[config.mk]
export PLATFORM = sky130hd
export DESIGN_NAME = seq_rec_trig_arb
export DESIGN_NICKNAME = d
export VERILOG_FILES = /design/src/rtl/seq_rec_trig_arb.sv
export SDC_FILE = /design/constraint.sdc
export NUM_CORES = 1
export LEC_CHECK = 0
export CORE_ASPECT_RATIO = 0.9
export CORE_MARGIN = 4
export CORE_UTILIZATION = 45
export DETAILED_ROUTE_END_ITERATION = 8
export DONT_BUFFER_PORTS = 1
export GPL_ROUTABILITY_DRIVEN = 0
export GPL_TIMING_DRIVEN = 0
export PLACE_DENSITY = 0.62
export SYNTH_ARGS = -nofsm -noshare
export SYNTH_HDL_FRONTEND = slang
export SYNTH_SLANG_ARGS = --single-unit
[constraint.sdc]
create_clock -name BUS_CLK -period 3 [get_ports BUS_CLK]
set_input_delay 0.45 -clock BUS_CLK [delete_from_list [all_inputs] [get_ports BUS_CLK]]
set_output_delay 0.45 -clock BUS_CLK [all_outputs]
set_load 0.03 [all_outputs]
[src/rtl/seq_rec_trig_arb.sv]
// Round-robin trigger arbiter that grants one requester at a time access to a
// shared sequence recorder, then holds off for a programmable gap.
module seq_rec_trig_arb #(
  parameter int N_REQ    = 4,
  parameter int CNT_BITS = 16
) (
  input  logic                BUS_CLK,
  input  logic                BUS_RST,
  input  logic                ENABLE,
  input  logic                ABORT,
  input  logic [N_REQ-1:0]    REQ,
  input  logic [CNT_BITS-1:0] CAPTURE_LEN,
  input  logic [CNT_BITS-1:0] HOLDOFF,
  output logic [N_REQ-1:0]    GNT,
  output logic                SEQ_EXT_START,
  output logic [N_REQ-1:0]    DONE,
  output logic                BUSY,
  output logic [CNT_BITS-1:0] CAP_COUNT
);

  localparam int PTR_BITS = $clog2(N_REQ);
  localparam logic [N_REQ-1:0] ONE_HOT_LSB = N_REQ'(1);

  typedef enum logic [1:0] {
    S_IDLE,
    S_START,
    S_CAPTURE,
    S_HOLDOFF
  } state_t;

  state_t                state_q, state_d;
  logic [PTR_BITS-1:0]   ptr_q, ptr_d;
  logic [PTR_BITS-1:0]   win_q, win_d;
  logic [N_REQ-1:0]      gnt_q, gnt_d;
  logic                  start_q, start_d;
  logic [N_REQ-1:0]      done_q, done_d;
  logic                  busy_q, busy_d;
  logic [CNT_BITS-1:0]   cap_count_q, cap_count_d;
  logic [CNT_BITS-1:0]   cnt_q, cnt_d;
  logic [CNT_BITS-1:0]   hold_q, hold_d;

  logic                  found;
  logic [PTR_BITS-1:0]   win_idx;
  logic [PTR_BITS-1:0]   ptr_next;
  int                    idx;
  int                    nxt;

  // Search upward from the pointer, wrapping at N_REQ, for the first request.
  always_comb begin
    found   = 1'b0;
    win_idx = '0;
    idx     = 0;
    for (int i = 0; i < N_REQ; i++) begin
      idx = int'(ptr_q) + i;
      if (idx >= N_REQ) begin
        idx = idx - N_REQ;
      end
      if (!found && REQ[PTR_BITS'(idx)]) begin
        found   = 1'b1;
        win_idx = PTR_BITS'(idx);
      end
    end
  end

  always_comb begin
    nxt = int'(win_idx) + 1;
    if (nxt >= N_REQ) begin
      nxt = 0;
    end
    ptr_next = PTR_BITS'(nxt);
  end

  always_comb begin
    state_d     = state_q;
    ptr_d       = ptr_q;
    win_d       = win_q;
    gnt_d       = gnt_q;
    start_d     = 1'b0;
    done_d      = '0;
    cap_count_d = cap_count_q;
    cnt_d       = cnt_q;
    hold_d      = hold_q;

    case (state_q)
      // The completion cycle is never a grant cycle, so back-to-back captures
      // are always separated by at least one quiet cycle even with no hold-off.
      S_IDLE: begin
        if (ENABLE && found && (done_q == '0)) begin
          state_d = S_START;
          win_d   = win_idx;
          gnt_d   = ONE_HOT_LSB << win_idx;
          start_d = 1'b1;
          ptr_d   = ptr_next;
        end
      end

      S_START: begin
        if (ABORT) begin
          state_d = S_IDLE;
          gnt_d   = '0;
        end else begin
          state_d = S_CAPTURE;
          cnt_d   = (CAPTURE_LEN == '0) ? '0 : CAPTURE_LEN - CNT_BITS'(1);
          hold_d  = HOLDOFF;
        end
      end

      S_CAPTURE: begin
        if (ABORT) begin
          state_d = S_IDLE;
          gnt_d   = '0;
        end else if (cnt_q == '0) begin
          gnt_d       = '0;
          done_d      = ONE_HOT_LSB << win_q;
          cap_count_d = cap_count_q + CNT_BITS'(1);
          if (hold_q == '0) begin
            state_d = S_IDLE;
          end else begin
            state_d = S_HOLDOFF;
            cnt_d   = hold_q - CNT_BITS'(1);
          end
        end else begin
          cnt_d = cnt_q - CNT_BITS'(1);
        end
      end

      S_HOLDOFF: begin
        if (cnt_q == '0) begin
          state_d = S_IDLE;
        end else begin
          cnt_d = cnt_q - CNT_BITS'(1);
        end
      end

      default: begin
        state_d = S_IDLE;
        gnt_d   = '0;
      end
    endcase

    busy_d = (state_d != S_IDLE);
  end

  always_ff @(posedge BUS_CLK or posedge BUS_RST) begin
    if (BUS_RST) begin
      state_q     <= S_IDLE;
      ptr_q       <= '0;
      win_q       <= '0;
      gnt_q       <= '0;
      start_q     <= 1'b0;
      done_q      <= '0;
      busy_q      <= 1'b0;
      cap_count_q <= '0;
      cnt_q       <= '0;
      hold_q      <= '0;
    end else begin
      state_q     <= state_d;
      ptr_q       <= ptr_d;
      win_q       <= win_d;
      gnt_q       <= gnt_d;
      start_q     <= start_d;
      done_q      <= done_d;
      busy_q      <= busy_d;
      cap_count_q <= cap_count_d;
      cnt_q       <= cnt_d;
      hold_q      <= hold_d;
    end
  end

  assign GNT           = gnt_q;
  assign SEQ_EXT_START = start_q;
  assign DONE          = done_q;
  assign BUSY          = busy_q;
  assign CAP_COUNT     = cap_count_q;

endmodule

-- Yosys cells after proc, flatten, opt, wreduce, memory -nomap -nowiden
Index checks and enable logic that the tools add are counted.
- output and inout port bits: 26
- register bits after elaboration: 64
- equality and inequality tests: 10
- add/subtract/negate cells: 12
- bitwise operators: 1
- $lt $le $gt $ge: 9
- shift-type cells: 2
- reduce and logical (&&, ||, !) cells: 21
- multiplexer cells: 49
- operator list (kind ; number):
    $mux 16 ; 6
    $logic_not 16->1 ; 3
    $pmux 16 s3 ; 1
    $sub 16x1->16 const B ; 3
    $mux 2 ; 15
    $mux 4 ; 7
    $add 16x1->16 const B ; 1
    $lt 2x4->1 const B ; 4
    $mux 1 ; 14
    $ge 3x3->1 const B ; 4
    $pmux 4 s3 ; 1
    $ne 2x2->1 const B ; 5
    $bmux 1 s2 ; 4
    $pmux 2 s4 ; 1
    $shl 1x2->4 const A ; 2
    $sub 2x1->2 const B ; 4
    $add 2x1->3 const B ; 2
    $add 2x2->3 const B ; 2
    $ne 3x3->1 const B ; 2
    $reduce_bool 3->1 ; 2
    $logic_and 1x1->1 ; 5
    $reduce_and 5->1 ; 1
    $eq 2x2->1 const B ; 2
    $logic_not 4->1 ; 1
    other kinds (9) ; 12

-- Depth between registers and ports, before layout
Gate-level depths: netlist (run 1).
- depth in word-level cells: 20
- mapped depth: 9
- depth with buffers taken out: 8

-- Worst setup path after synthesis (run 1)
Ideal clock, no wire load.
- path type: reg2reg
- start point: register cnt_q[0]
- end point: register cnt_q[6]
- library setup time: 0.129 ns
- data required time: 2.871 ns
- slack: 0.782 ns
- clock period less this slack: 2.218 ns
- arrival: 2.089 ns
- stages on the path, launching flop included: 9
- cells stage by stage: dfrtp_1 > inv_1 > ha_1 > or4b_2 > nor2_1 > xor2_1 > mux2_2 > a221oi_1 > o21ai_0
- longest elaborated chain between the ends: 4
- elaborated cells on any way between the ends: 9
- RTL lines (item ; RTL line ; RTL):
    from (decl) ; 39 ; logic [CNT_BITS-1:0] cnt_q, cnt_d;
    from (signal assigned) ; 165 ; cnt_q <= cnt_d;
    $sub 16x1->16 or $logic_not 16->1 (tied branches) ; n/a ;
    $mux 16 ; 112 ; end else if (cnt_q == '0) begin
    $mux 16 ; 109 ; if (ABORT) begin
    $pmux 16 s3 ; 84 ; case (state_q)
Several ways; a longest one is shown, not always the timed one. The select of a mux whose other input is x is not followed.
A chain may end at the register's enable or synchronous reset.

-- Final worst setup path (run 1)
- start point: register state_q[1]
- end point: register cnt_q[1]
- longest elaborated chain between the ends: 3
- elaborated cells on any way between the ends: 10
- RTL lines (item ; RTL line ; RTL):
    from (decl) ; 31 ; state_t state_q, state_d;
    from (signal assigned) ; 157 ; state_q <= state_d;
    $eq 2x2->1 or $eq 2x1->1 (tied branches) ; 84 ;
    $ne 3x3->1 (no source line), or another cell as far along ; n/a ;
    $reduce_and 5->1 (no source line) ; n/a ;
Several ways; a longest one is shown, not always the timed one.

==> qor.csv, run 1 <==
stage,metric,value,unit
run_status,outcome,"finished, final reports clean",
drt,drtIter0Drc,285,
sta,max_freq,376,MHz
global_routing,antenna_found_initial,0,
yosys,synth_nets,529,
yosys,synthCells,473,
global_routing,grt_pass1_wl,17300,um
power_and_ir_drop,power.density,903,mW/mm^2
cells_and_area,syn_to_final_growth,9.13,%
place,io_buffers,0,
min_path,hp-class,primary input to async pin,
cts,clock_path_buffers,2,
global_routing,grt-ovfl-total,0,
sta,rsz0062_at_grt,no,
floorplan,coreArea,0.00917,mm^2
sta,setup_ws,0.338,ns
yosys,synth_most_common_cell,nand2_1,
power_and_ir_drop,leakagePower,1.97,nW
cts,cts_resized,0,
cells_and_area,multi_input_area,0.00248,mm^2
cts,cts_tree,yes,
worst_setup_path,cp-end-kind,register,
floorplan,die_y,100,um
floorplan,ios,66,
sta,finalCritPeriodShare,0.887,
cells_and_area,nets,540,
cells_and_area,fin_cells,611,
cts,holdBufCountCts,0,
cts,cts_buffers,9,
cts,clk-insertion-delay-late,0.35,ns
sta,setup_viol,0,
yosys,syn_area,0.00424,mm^2
place,dp_hpwl,7740,um
global_routing,grt_pass1_vias,3491,
cts,h-tree-depth,3,
cells_and_area,n_antenna_cell,0,
sta,finalCriticalPeriod,2.66,ns
drt,ant_nets,0,
worst_setup_path,ff2ff_setup_slack,0.34,ns
sta,maxSlewHeadroom,0.464,
sta,slew_violations,0,
yosys,ys.flop_type,dfrtp_1,
yosys,synth_top_cells_by_count,"nand2_1, dfrtp_1, nor2_1, xnor2_1, xor2_1",
sta,hold_viol,0,
place,pre_cts_ws,0.361,ns
global_routing,grt_max_degree,65,
cts,cts.clk_slew.worst_paths,0.07,ns
worst_setup_path,crit_fanout,10,
drt,via_per_inst,5.67,
cells_and_area,seq_area,0.00160,mm^2
yosys,synth.distinct_cells,65,
drt,wl_per_cell,17.1,um
cells_and_area,fill_cells,896,
yosys,synth_edf_count,0,
yosys,ys_warn_count,0,
yosys,synth_top_area_share,0.378,
cts,cts_setup_buffers,0,
sta,fin_skew,0.0149,ns
floorplan,dieArea,0.0110,mm^2
floorplan,start_util,0.462,
place,place_inst,595,
drt,drc_errors,0,
worst_setup_path,worstSetupStartpointType,register,
yosys,synth_area_leader_cell,dfrtp_1,
drt,routed_wl,10500,um
worst_setup_path,cp_data_required_time,3.22,ns
global_routing,grt.total_usage,0.200,
worst_setup_path,path_class,register to register,
drt,dr.pass1.iters,5,
yosys,async_flop_share,1.00,
power_and_ir_drop,vdd_ir_drop_max,475,uV
cts,numClockSinks,64,
cells_and_area,drive_above_1_share,0.117,
sta,fin_setup_tns,0,ns
yosys,yosys_register_bits,64,
yosys,yosys-top-cells-area,"dfrtp_1, nand2_1, xnor2_1",
yosys,ys_seq_area_frac,0.378,
yosys,syn-mean-instance-area,8.95,um^2
flow_run,maxCapViolations,0,
floorplan,die_w,110,um
sta,tightest_slew,0.804,ns
worst_setup_path,arrival,2.88,ns
floorplan,fp-row-count,33,
cts,cts_root_buffer,clkbuf_8,
drt,num_vias,3466,
## critical path, cell delays in order (launching register included)
cell and delay (ns):
dfrtp_1 0.47, ha_1 0.19, clkbuf_1 0.43, inv_2 0.22
nand3_1 0.29, clkbuf_1 0.43, o22ai_1 0.18, a311oi_1 0.26
a21oi_1 0.07
## cell type report
type                            count  area share
Clock buffer                       12      0.0336
Inverter                           20      0.0168
Buffer                             16      0.0168
Tap cell                          122      0.0330
Sequential cell                    64       0.347
Clock inverter                      4      0.0165
Multi-Input combinational cell    373       0.537
## through the flow
stage               instance area, um^2  total power [mW]  hold WS, ns  utilization
detailed placement                 4390              3.29        0.441        0.479
finish                             4620              4.18        0.139        0.504
CTS                                4620              4.19        0.157        0.504
global placement                   4390              3.25        0.440        0.479
floorplan                          4240              2.85        0.427            -
global route                       4620              4.50        0.187        0.504
## registers in the layout, summed over array words and instances, names as in the netlist
signal,count
CAP_COUNT,16
DONE,4
SEQ_EXT_START,1
BUSY,1
cnt_q,16
ptr_q,2
win_q,2
state_q,2
GNT,4
hold_q,16
## layout by cell type, fill, tap and decap left out, types with 3 or more instances in the layout
| cell type | n |
|---|---|
| and3_1 | 9 |
| or2_2 | 3 |
| inv_1 | 18 |
| clkbuf_8 | 11 |
| nor2b_1 | 10 |
| a22o_1 | 4 |
| xor2_1 | 23 |
| nor4_2 | 4 |
| nand3_1 | 13 |
| o211ai_1 | 4 |
| nand2_1 | 76 |
| mux2_2 | 8 |
| a21oi_1 | 14 |
| a31oi_1 | 6 |
| buf_2 | 5 |
| a221oi_1 | 4 |
| o31a_1 | 3 |
| nand4b_1 | 3 |
| clkbuf_1 | 10 |
| nand4_1 | 5 |
| o221ai_1 | 5 |
| nor4_1 | 10 |
| nand2b_1 | 5 |
| dfrtp_1 | 64 |
| nor2_1 | 35 |
| nor3_1 | 14 |
| ha_1 | 16 |
| xnor2_1 | 26 |
| o21ai_0 | 18 |
| o22ai_1 | 11 |
| and4_1 | 4 |
## layer usage
layer / up-vias / share of wire / track usage / routed length, um
met3: 12 / 0.072 / 0.0437 / 751
li1: 1712 / - / - / -
met1: 1647 / 0.46 / 0.283 / 4770
met2: 95 / 0.46 / 0.312 / 4810
met4: 0 / 0.013 / 0.0530 / 136
met5: - / 0 / 0 / 0
## where the power goes
| group | leakage (nW) | switching, mW | internal, mW |
|---|---|---|---|
| clock network | 0.113 | 0.352 | 0.515 |
| registers | 0.821 | 0.413 | 1.15 |
| logic | 1.04 | 1.03 | 0.725 |
| total | 1.97 | 1.79 | 2.39 |
## final timing paths
kind,cells past startpoint,start,endpoint
worst max register to register,8,state_q[1]$_DFF_PP0_,cnt_q[1]$_DFFE_PP0P_
max in group asynchronous,1,BUS_RST,hold_q[13]$_DFFE_PP0P_
worst max-delay path,8,state_q[1]$_DFF_PP0_,cnt_q[1]$_DFFE_PP0P_
min in group BUS_CLK,2,HOLDOFF[15],hold_q[15]$_DFFE_PP0P_
worst min-delay path,1,BUS_RST,CAP_COUNT[2]$_DFFE_PP0P_
worst min register to register,1,win_q[0]$_DFFE_PP0P_,DONE[0]$_DFF_PP0_
## logic make-up (layout without fill, tap and decap cells)
kind of cell    count (synthesis)  count (layout)  synth area share
flops                          64              64             0.378
mux                             8               8            0.0213
fa+ha+maj                      16              16            0.0473
simple gates                  216             216             0.282
xor+xnor                       49              49             0.101
compound gates                 84              84             0.134
buf+inv                        36              52            0.0360
(Power assumes the default switching activity.)
==> inputs of run 2 (changes only) <==
--- a/config.mk
+++ b/config.mk
@@ -12,7 +12,7 @@
 export DONT_BUFFER_PORTS = 1
 export GPL_ROUTABILITY_DRIVEN = 0
 export GPL_TIMING_DRIVEN = 0
-export PLACE_DENSITY = 0.62
+export PLACE_DENSITY = 0.69
 export SYNTH_ARGS = -nofsm -noshare
 export SYNTH_HDL_FRONTEND = slang
 export SYNTH_SLANG_ARGS = --single-unit
==> qor.csv, run 2 (synthesized netlist as in run 1, its figures left out) <==
stage,metric,value,unit,change
run_status,outcome,"finished, final reports clean",,
cells_and_area,n_antenna_cell,0,,unchanged
sta,tightest_slew,0.693,ns,-0.111 ns
cells_and_area,drive_above_1_share,0.120,,+0.00384
sta,fin_skew,0.0108,ns,-0.00404 ns
worst_setup_path,worstSetupStartpointType,register,,
cts,clock_path_buffers,2,,unchanged
floorplan,die_w,110,um,unchanged
worst_setup_path,path_class,register to register,,
cts,holdBufCountCts,0,,unchanged
power_and_ir_drop,vdd_ir_drop_max,396,uV,-17%
floorplan,coreArea,0.00917,mm^2,unchanged
cts,cts_setup_buffers,0,,unchanged
floorplan,start_util,0.462,,unchanged
drt,wl_per_cell,17.1,um,-0.11%
worst_setup_path,reg2regPathDepth,8,,unchanged
sta,finalCriticalPeriod,2.64,ns,-0.0266 ns
drt,ant_nets,0,,unchanged
worst_setup_path,arrival,2.87,ns,about the same
cts,cts_resized,0,,unchanged
global_routing,antenna_found_initial,0,,unchanged
worst_setup_path,endpoint,cnt_q[0]$_DFFE_PP0P_,,
drt,routed_wl,10500,um,about the same
cts,cts.clk_slew.worst_paths,0.08,ns,about the same
drt,num_vias,3569,,+3.0%
floorplan,die_y,100,um,unchanged
sta,hold_viol,0,,unchanged
global_routing,grt_pass1_vias,3533,,+1.2%
global_routing,grt_pass1_wl,17500,um,+1.3%
flow_run,maxCapViolations,0,,unchanged
cts,numClockSinks,64,,unchanged
drt,dr.pass1.iters,5,,unchanged
min_path,hp-class,primary input to async pin,,
drt,via_per_inst,5.83,,+2.8%
floorplan,ios,66,,unchanged
sta,slew_violations,0,,unchanged
cells_and_area,fin_cells,612,,+0.16%
cells_and_area,final_common_cell,nand2_1,,
worst_setup_path,critPathLaunch,state_q[0]$_DFF_PP0_,,
drt,drtIter0Drc,280,,-1.8%
worst_setup_path,r2r_end,cnt_q[0]$_DFFE_PP0P_,,
cells_and_area,nets,541,,+0.19%
global_routing,grt_max_degree,34,,-48%
worst_setup_path,cp_data_required_time,3.23,ns,about the same
power_and_ir_drop,leakagePower,1.96,nW,-0.43%
worst_setup_path,ff2ff_setup_slack,0.36,ns,+0.03 ns
floorplan,dieArea,0.0110,mm^2,unchanged
place,dp_hpwl,7800,um,+0.83%
cts,clk-insertion-delay-late,0.35,ns,about the same
global_routing,grt-ovfl-total,0,,unchanged
place,io_buffers,0,,unchanged
cts,h-tree-depth,3,,unchanged
cts,cts_buffers,9,,unchanged
sta,setup_viol,0,,unchanged
cells_and_area,syn_to_final_growth,8.72,%,
sta,fin_setup_tns,0,ns,unchanged
worst_setup_path,r2r_start,state_q[0]$_DFF_PP0_,,
global_routing,grt.total_usage,0.200,,about the same
worst_setup_path,crit_fanout,10,,unchanged
sta,max_freq,379,MHz,+1.0%
sta,maxSlewHeadroom,0.537,,+0.0734
worst_setup_path,cp-end-kind,register,,
place,place_inst,596,,+0.17%
cts,cts_tree,yes,,
drt,drc_errors,0,,unchanged
sta,finalCritPeriodShare,0.879,,-0.00887
cells_and_area,mostFrequentLayoutCells,"nand2_1, dfrtp_1, nor2_1, xnor2_1, xor2_1",,
sta,rsz0062_at_grt,no,,
cts,cts_root_buffer,clkbuf_8,,
power_and_ir_drop,power.density,884,mW/mm^2,-2.2%
floorplan,fp-row-count,33,,unchanged
[run 2: power by group]
part	switching (mW)	internal, mW	leakage [nW]
Clock	0.367	0.383	0.0952
Combinational	1.03	0.728	1.04
Sequential	0.419	1.14	0.821
[run 2: how the worst min path moves through the flow]
| stage | endpoint | slack (ns) | from | cells after the start |
|---|---|---|---|---|
| after global routing | CAP_COUNT[6]$_DFFE_PP0P_ | 0.13 | BUS_RST | 1 |
| after floorplan | DONE[0]$_DFF_PP0_ | 0.43 | win_q[0]$_DFFE_PP0P_ | 1 |
| after CTS | CAP_COUNT[6]$_DFFE_PP0P_ | 0.09 | BUS_RST | 1 |
| final | CAP_COUNT[6]$_DFFE_PP0P_ | 0.09 | BUS_RST | 1 |
| after detailed placement | DONE[0]$_DFF_PP0_ | 0.44 | win_q[0]$_DFFE_PP0P_ | 1 |
| after global placement | DONE[0]$_DFF_PP0_ | 0.44 | win_q[0]$_DFFE_PP0P_ | 1 |
[run 2: metal layers]
| layer | GRT usage | wire [um] | up-vias |
|---|---|---|---|
| li1 | - | - | 1707 |
| met1 | 0.281 | 4740 | 1694 |
| met2 | 0.306 | 4830 | 156 |
| met3 | 0.0508 | 772 | 12 |
| met4 | 0.0606 | 133 | 0 |
| met5 | 0 | 0 | - |
[run 2: area by class of cell]
class	count	area, um^2
fillers	878	4560
multi-input cells	373	2480
flip-flops and latches	64	1600
well taps	122	153
clock buffers	9	124
plain buffers	16	77.6
inverters	20	75.1
clock inverters	7	72.6
repair buffers	1	20.0
[run 2: stage by stage]
| step | hold WS [ns] | cell area (um^2) | utilization | setup WS (ns) | total power, mW |
|---|---|---|---|---|---|
| 2_1_floorplan | 0.427 | 4240 | - | 0.782 | 2.85 |
| 3_3_place_gp | 0.438 | 4390 | 0.479 | 0.182 | 3.23 |
| 3_5_place_dp | 0.444 | 4410 | 0.481 | 0.436 | 3.30 |
| 4_1_cts | 0.0914 | 4600 | 0.502 | 0.418 | 4.07 |
| 5_1_grt | 0.127 | 4600 | 0.502 | 0.138 | 4.39 |
| 6_report | 0.0865 | 4600 | 0.502 | 0.364 | 4.07 |
[run 2: worst max-delay path, stage by stage (launching register included)]
cell and delay [ns]:
dfrtp_1 0.47, inv_1 0.17, ha_1 0.31, nor4b_1 0.28
a41oi_1 0.21, o31ai_2 0.58, buf_2 0.33, nand2_1 0.07
o31a_1 0.10
